## src/rtl/uart_tx_pkg.sv

```systemverilog
`default_nettype none
// ============================================================================
// Module      : uart_tx_pkg
// Description : Shared definitions for the UART transmit frame controller.
//               Holds the payload width, the frame state encoding, the
//               line-mux select codes and the parity helper.
// Revision    : 1.0 - initial release
// ============================================================================
package uart_tx_pkg;

    // Payload width; the attached serializer is fixed at 8 bits.
    localparam int DATA_W = 8;

    // Frame state encoding (3-bit, kept as plain constants so that legacy
    // code comparing against raw values keeps working).
    typedef logic [2:0] state_t;

    localparam state_t IDLE   = 3'd0;
    localparam state_t START  = 3'd1;
    localparam state_t DATA   = 3'd2;
    localparam state_t PARITY = 3'd3;
    localparam state_t STOP   = 3'd4;

    // Line multiplexer select codes.
    typedef logic [1:0] sel_t;

    localparam sel_t SEL_START = 2'd0;  // drive 0
    localparam sel_t SEL_DATA  = 2'd1;  // drive serializer bit
    localparam sel_t SEL_PAR   = 2'd2;  // drive parity bit
    localparam sel_t SEL_STOP  = 2'd3;  // drive 1 (stop bit and idle)

    // Parity bit for a byte: even parity gives XOR of all bits, odd parity
    // inverts it so that the total count of ones on the line is odd.
    function automatic logic parity_bit(
        input logic [DATA_W-1:0] data,
        input logic              odd
    );
        return (^data) ^ odd;
    endfunction

endpackage : uart_tx_pkg
`default_nettype wire

```

## src/rtl/uart_tx_mux.sv

```systemverilog
`default_nettype none
// ============================================================================
// Module      : uart_tx_mux
// Description : 4:1 combinational line selector for the UART transmitter.
//               Chooses between start bit (0), serializer data, parity bit
//               and stop/idle level (1).
// Ports       : i_sel      - select code (SEL_START/SEL_DATA/SEL_PAR/SEL_STOP)
//               i_ser_data - current serial bit from the serializer
//               i_parity   - precomputed parity bit
//               o_line     - UART line level
// Revision    : 1.0 - initial release
// ============================================================================
module uart_tx_mux
    import uart_tx_pkg::*;
(
    input  logic [1:0] i_sel,
    input  logic       i_ser_data,
    input  logic       i_parity,
    output logic       o_line
);

    always_comb begin
        o_line = 1'b1;
        case (i_sel)
            SEL_START: o_line = 1'b0;
            SEL_DATA:  o_line = i_ser_data;
            SEL_PAR:   o_line = i_parity;
            SEL_STOP:  o_line = 1'b1;
            default:   o_line = 1'b1;
        endcase
    end

endmodule : uart_tx_mux
`default_nettype wire

```

## src/rtl/uart_tx_fsm.sv

```systemverilog
`default_nettype none
// ============================================================================
// Module      : uart_tx_fsm
// Description : UART transmit frame controller. Accepts a byte with a valid
//               strobe, latches it together with its parity configuration,
//               drives the external 8-bit serializer during the data phase
//               and sequences start / data / parity / stop bits onto the
//               line. One clock cycle equals one bit time.
// Ports       : clk        - baud clock
//               rst        - synchronous active-high reset
//               data_valid - one-cycle send request
//               p_data     - byte to send, LSB first
//               par_en     - 1 inserts a parity bit
//               par_typ    - 0 even, 1 odd parity
//               ser_en     - serializer enable (DATA state only)
//               ser_byte   - latched byte for the serializer
//               ser_data   - serial bit from the serializer
//               ser_done   - serializer flag, high at bit index 6
//               tx_out     - UART line, idle high
//               busy       - frame in progress
// Revision    : 1.0 - initial release
// ============================================================================
module uart_tx_fsm
    import uart_tx_pkg::state_t,
           uart_tx_pkg::sel_t,
           uart_tx_pkg::IDLE,
           uart_tx_pkg::START,
           uart_tx_pkg::DATA,
           uart_tx_pkg::PARITY,
           uart_tx_pkg::STOP,
           uart_tx_pkg::SEL_START,
           uart_tx_pkg::SEL_DATA,
           uart_tx_pkg::SEL_PAR,
           uart_tx_pkg::SEL_STOP,
           uart_tx_pkg::parity_bit;
#(
    parameter int DATA_W = uart_tx_pkg::DATA_W
) (
    input  logic              clk,
    input  logic              rst,
    input  logic              data_valid,
    input  logic [DATA_W-1:0] p_data,
    input  logic              par_en,
    input  logic              par_typ,
    output logic              ser_en,
    output logic [DATA_W-1:0] ser_byte,
    input  logic              ser_data,
    input  logic              ser_done,
    output logic              tx_out,
    output logic              busy
);

    // ------------------------------------------------------------------
    // Registers
    // ------------------------------------------------------------------
    state_t              r_state;
    logic [DATA_W-1:0]   r_byte;
    logic                r_par_en;
    logic                r_par_typ;
    logic                r_done_q;

    // ------------------------------------------------------------------
    // Combinational signals
    // ------------------------------------------------------------------
    state_t              w_state_nxt;
    logic                w_accept;
    logic                w_parity;
    sel_t                w_sel;

    // A request is only taken when the line is free (IDLE) or when the
    // current frame is on its final bit (STOP), which allows back-to-back
    // frames without an idle gap. Anything else is dropped.
    assign w_accept = data_valid && ((r_state == IDLE) || (r_state == STOP));

    // ------------------------------------------------------------------
    // Next-state logic
    // ------------------------------------------------------------------
    always_comb begin
        w_state_nxt = r_state;
        case (r_state)
            IDLE: begin
                if (data_valid) begin
                    w_state_nxt = START;
                end
            end
            START: begin
                w_state_nxt = DATA;
            end
            DATA: begin
                // ser_done marks bit index 6; its registered copy is high
                // while bit 7 is on the line, so this is the last DATA cycle.
                if (r_done_q) begin
                    w_state_nxt = r_par_en ? PARITY : STOP;
                end
            end
            PARITY: begin
                w_state_nxt = STOP;
            end
            STOP: begin
                w_state_nxt = data_valid ? START : IDLE;
            end
            default: begin
                w_state_nxt = IDLE;
            end
        endcase
    end

    // ------------------------------------------------------------------
    // State and datapath registers
    // ------------------------------------------------------------------
    always_ff @(posedge clk) begin
        if (rst) begin
            r_state   <= IDLE;
            r_byte    <= '0;
            r_par_en  <= 1'b0;
            r_par_typ <= 1'b0;
            r_done_q  <= 1'b0;
        end else begin
            r_state <= w_state_nxt;

            // Configuration is captured only at acceptance so that later
            // changes on par_en / par_typ cannot disturb a running frame.
            if (w_accept) begin
                r_byte    <= p_data;
                r_par_en  <= par_en;
                r_par_typ <= par_typ;
            end

            // Only a flag seen during DATA is kept; clearing it everywhere
            // else stops a stale flag from cutting the next frame short.
            r_done_q <= (r_state == DATA) ? ser_done : 1'b0;
        end
    end

    // ------------------------------------------------------------------
    // Outputs
    // ------------------------------------------------------------------
    assign w_parity = parity_bit(r_byte, r_par_typ);

    // Select is derived from the registered state alone, keeping tx_out
    // free of any path from data_valid or p_data.
    always_comb begin
        w_sel = SEL_STOP;
        case (r_state)
            IDLE:    w_sel = SEL_STOP;
            START:   w_sel = SEL_START;
            DATA:    w_sel = SEL_DATA;
            PARITY:  w_sel = SEL_PAR;
            STOP:    w_sel = SEL_STOP;
            default: w_sel = SEL_STOP;
        endcase
    end

    uart_tx_mux u_line_mux (
        .i_sel      (w_sel),
        .i_ser_data (ser_data),
        .i_parity   (w_parity),
        .o_line     (tx_out)
    );

    assign ser_en   = (r_state == DATA);
    assign ser_byte = r_byte;
    assign busy     = (r_state != IDLE);

endmodule : uart_tx_fsm
`default_nettype wire

```

## config.mk

```make
export PLATFORM = sky130hd
export DESIGN_NAME = uart_tx_fsm
export DESIGN_NICKNAME = d
export VERILOG_FILES = /design/src/rtl/uart_tx_pkg.sv /design/src/rtl/uart_tx_mux.sv /design/src/rtl/uart_tx_fsm.sv
export SDC_FILE = /design/constraint.sdc
export NUM_CORES = 1
export LEC_CHECK = 0
export ABC_CLOCK_PERIOD_IN_PS = 1900
export CORE_MARGIN = 2
export CORE_UTILIZATION = 41
export DETAILED_ROUTE_END_ITERATION = 7
export PLACE_DENSITY = 0.75
export SETUP_SLACK_MARGIN = 0.05
export SLEW_MARGIN = 10
export SYNTH_ARGS = -nofsm -noshare
export SYNTH_HDL_FRONTEND = slang
export SYNTH_SLANG_ARGS = --single-unit
```

## constraint.sdc

```tcl
create_clock -name clk -period 1.9 [get_ports clk]
set_input_delay 0.57 -clock clk [delete_from_list [all_inputs] [get_ports clk]]
set_output_delay 0.57 -clock clk [all_outputs]
set_load 0.05 [all_outputs]
```

==> results.cfg <==
[logic_synthesis]
syn-num-nets = 87
async_reset_ff_frac = 0
synth.avg_cell_area_um2 = 9.38
synth_seq_cells = 14
synth.top_cell.area_share = 0.415
synth_cell_types = 23
synth_area_um2 = 676
yosysWarnings = 0
ys.flop_type = dfxtp_1
synthTopCellsByArea = dfxtp_1 (41%), mux2i_1 (15%), nor2_1 (7.8%)
synth_commonest_cells = dfxtp_1 (14), nor2_1 (14), mux2i_1 (10)
synth_edf_count = 0
yosys.area.top_type = dfxtp_1
seq_area_frac_synth = 0.415
syn_inst = 72

[clock_network]
htree_num_levels = 1
clock_path_buffers = 2
clockRootBuffer = clkbuf_4
clkTransAtPathRegs_ns = 0.08
insertion_delay_ns = 0.28
numCtsBuffers = 3
cts_sinks = 14
cts_tree = done
cts_setup_buffers = 0

[sta]
fin_crit_sh = 1.17
whs_ns = 0.522
finalHoldViolations = 0
rsz0062_at_grt = true
finalSetupTns_ns = -0.316
setup_viol = 1
finalCriticalPeriod_ns = 2.22
worst_slew_pin_slew_ns = 0.307
finalClockSkew_ns = 0.00877
max_slew_margin = 0.795
fmax_mhz = 451
fin_ws_ns = -0.316
drv_slew = 0

[critical_path]
required_ns = 1.33
path_max_fanout = 2
cp_num_buf_inv = 1
crit_path_cell_trace = xnor2_1 > xnor3_1 > o211ai_1 > buf_12
crit_slowest_cell = xnor3_1
critPathLaunchType = register
crit_path_end_kind = primary output
path_class = register to primary output
cp_top_family = XOR/XNOR gates
cp.arrival_ns = 1.65
max_stage_delay_ns = 0.43

[drt]
drt_pass1_iterations = 4
vias = 574
wl_per_cell_um = 12.4
drc = 0
wirelength_um = 1450
drt_iter0_markers = 3
final_antenna_net_count = 0
via_per_inst = 4.91

[global_routing]
grt_pass1_wl_um = 2210
grt_pass1_vias = 512
grt_max_degree = 12
grt_overflow = 0
grt_use_total = 0.156
antenna_found_initial = 0

[place]
dpl.hpwl_um = 1100
dp_cells = 113
globalplace.congestion = 0.787
io_buffers = 25
place_ws_ns = -0.226

[floorplan]
core_region_area_mm2 = 0.00152
row_count = 14
start_util = 0.443
die_area_mm2 = 0.00199
die_x_um = 44.6
die_y_um = 44.6
ioPinCount = 26

[final_layout]
fin_cells = 117
area_growth_pct = 52.6
layout.nets = 117
antenna_cells = 0
drive_above_1_share = 0.297

[power_and_ir_drop]
pwr-share-clk = 0.164
p_int_w = 0.000666
ir_worst_vdd_v = 0.000510
power_density_mw_per_mm2 = 1040
seqPwrFrac = 0.347
p_comb_frac = 0.489
p_sw_w = 0.000408
p_leak_nw = 0.453
netSwitchingFraction = 0.380

[run_status]
violations = negative setup slack
status = complete, but fails checks

[run]
max_cap_viol_count = 0

[worst_hold_path]
hold_class = register to register
[repair_timing]
action / 4_1_cts / 5_1_grt
setup endpoints to repair: 2 / 1
gates resized for setup: 1 / 0
hold buffers: 0 / 0
[stage by stage]
stage	utilization	area (um^2)	total power, W
floorplan	-	702	0.000707
global placement	0.658	1000	0.000896
detailed placement	0.658	1000	0.000905
CTS	0.677	1030	0.00108
global route	0.677	1030	0.00113
finish	0.677	1030	0.00107
[sequential cells by signal, indices dropped and copies added (netlist names)]
| signal | cells |
|---|---|
| ser_byte | 8 |
| r_par_en | 1 |
| r_state | 3 |
| r_done_q | 1 |
| r_par_typ | 1 |
[tightest hold or removal path, cell delays in order (launching register included)]
cell     delay (ns)
dfxtp_2        0.35
mux2i_1        0.07
nor2_1         0.07
[layout make-up]
class / count / area, um^2
repair buffers: 30 / 310
clock buffers: 4 / 26.3
multi-input cells: 50 / 360
flip-flops and latches: 14 / 303
inverters: 3 / 11.3
well taps: 16 / 20.0
fillers: 131 / 493
[cells in the final DEF (no fill, tap or decap), drive strengths merged, types with 3 or more instances in the layout]
cell type and count:
buf 16, mux2i 10, nand2b 3, nor2 14
clkdlybuf4s50 14, inv 3, a21oi 5, dfxtp 14
clkbuf 4, xnor2 3
[cells by family (layout without fill, tap and decap cells)]
group,Yosys count,count (layout),share of synthesized area
AOI/OAI and AO/OA,8,8,0.0704
and+or+nand+nor,26,26,0.209
xor gates and xnor gates,6,6,0.0982
muxes,10,10,0.148
buffers and inverters,8,37,0.0593
DFF,14,14,0.415
[layer usage]
metal,track usage,wire length (um),vias up
met2,0.238,686,15
met3,0.0245,59,2
li1,-,-,297
met5,0,0,-
met1,0.200,678,260
met4,0.109,23,0
[power by group through the flow]
stage | logic (W) | registers, W | clock network [W]
floorplan | 0.000280 | 0.000427 | 0
global placement | 0.000520 | 0.000376 | 0
detailed placement | 0.000526 | 0.000379 | 0
CTS | 0.000528 | 0.000373 | 0.000183
global route | 0.000555 | 0.000378 | 0.000196
finish | 0.000525 | 0.000373 | 0.000176
[worst paths after layout]
kind                            startpoint                       end  slack [ns]  cells past startpoint
setup / recovery  ser_byte[7]$_SDFFE_PP0P_                    tx_out       -0.32                      4
hold / removal    ser_byte[3]$_SDFFE_PP0P_  ser_byte[3]$_SDFFE_PP0P_        0.52                      2
setup reg to reg   r_state[0]$_SDFFE_PP0P_  ser_byte[7]$_SDFFE_PP0P_        0.62                      5
hold reg to reg   ser_byte[3]$_SDFFE_PP0P_  ser_byte[3]$_SDFFE_PP0P_        0.52                      2
(Power assumes the default switching activity.)
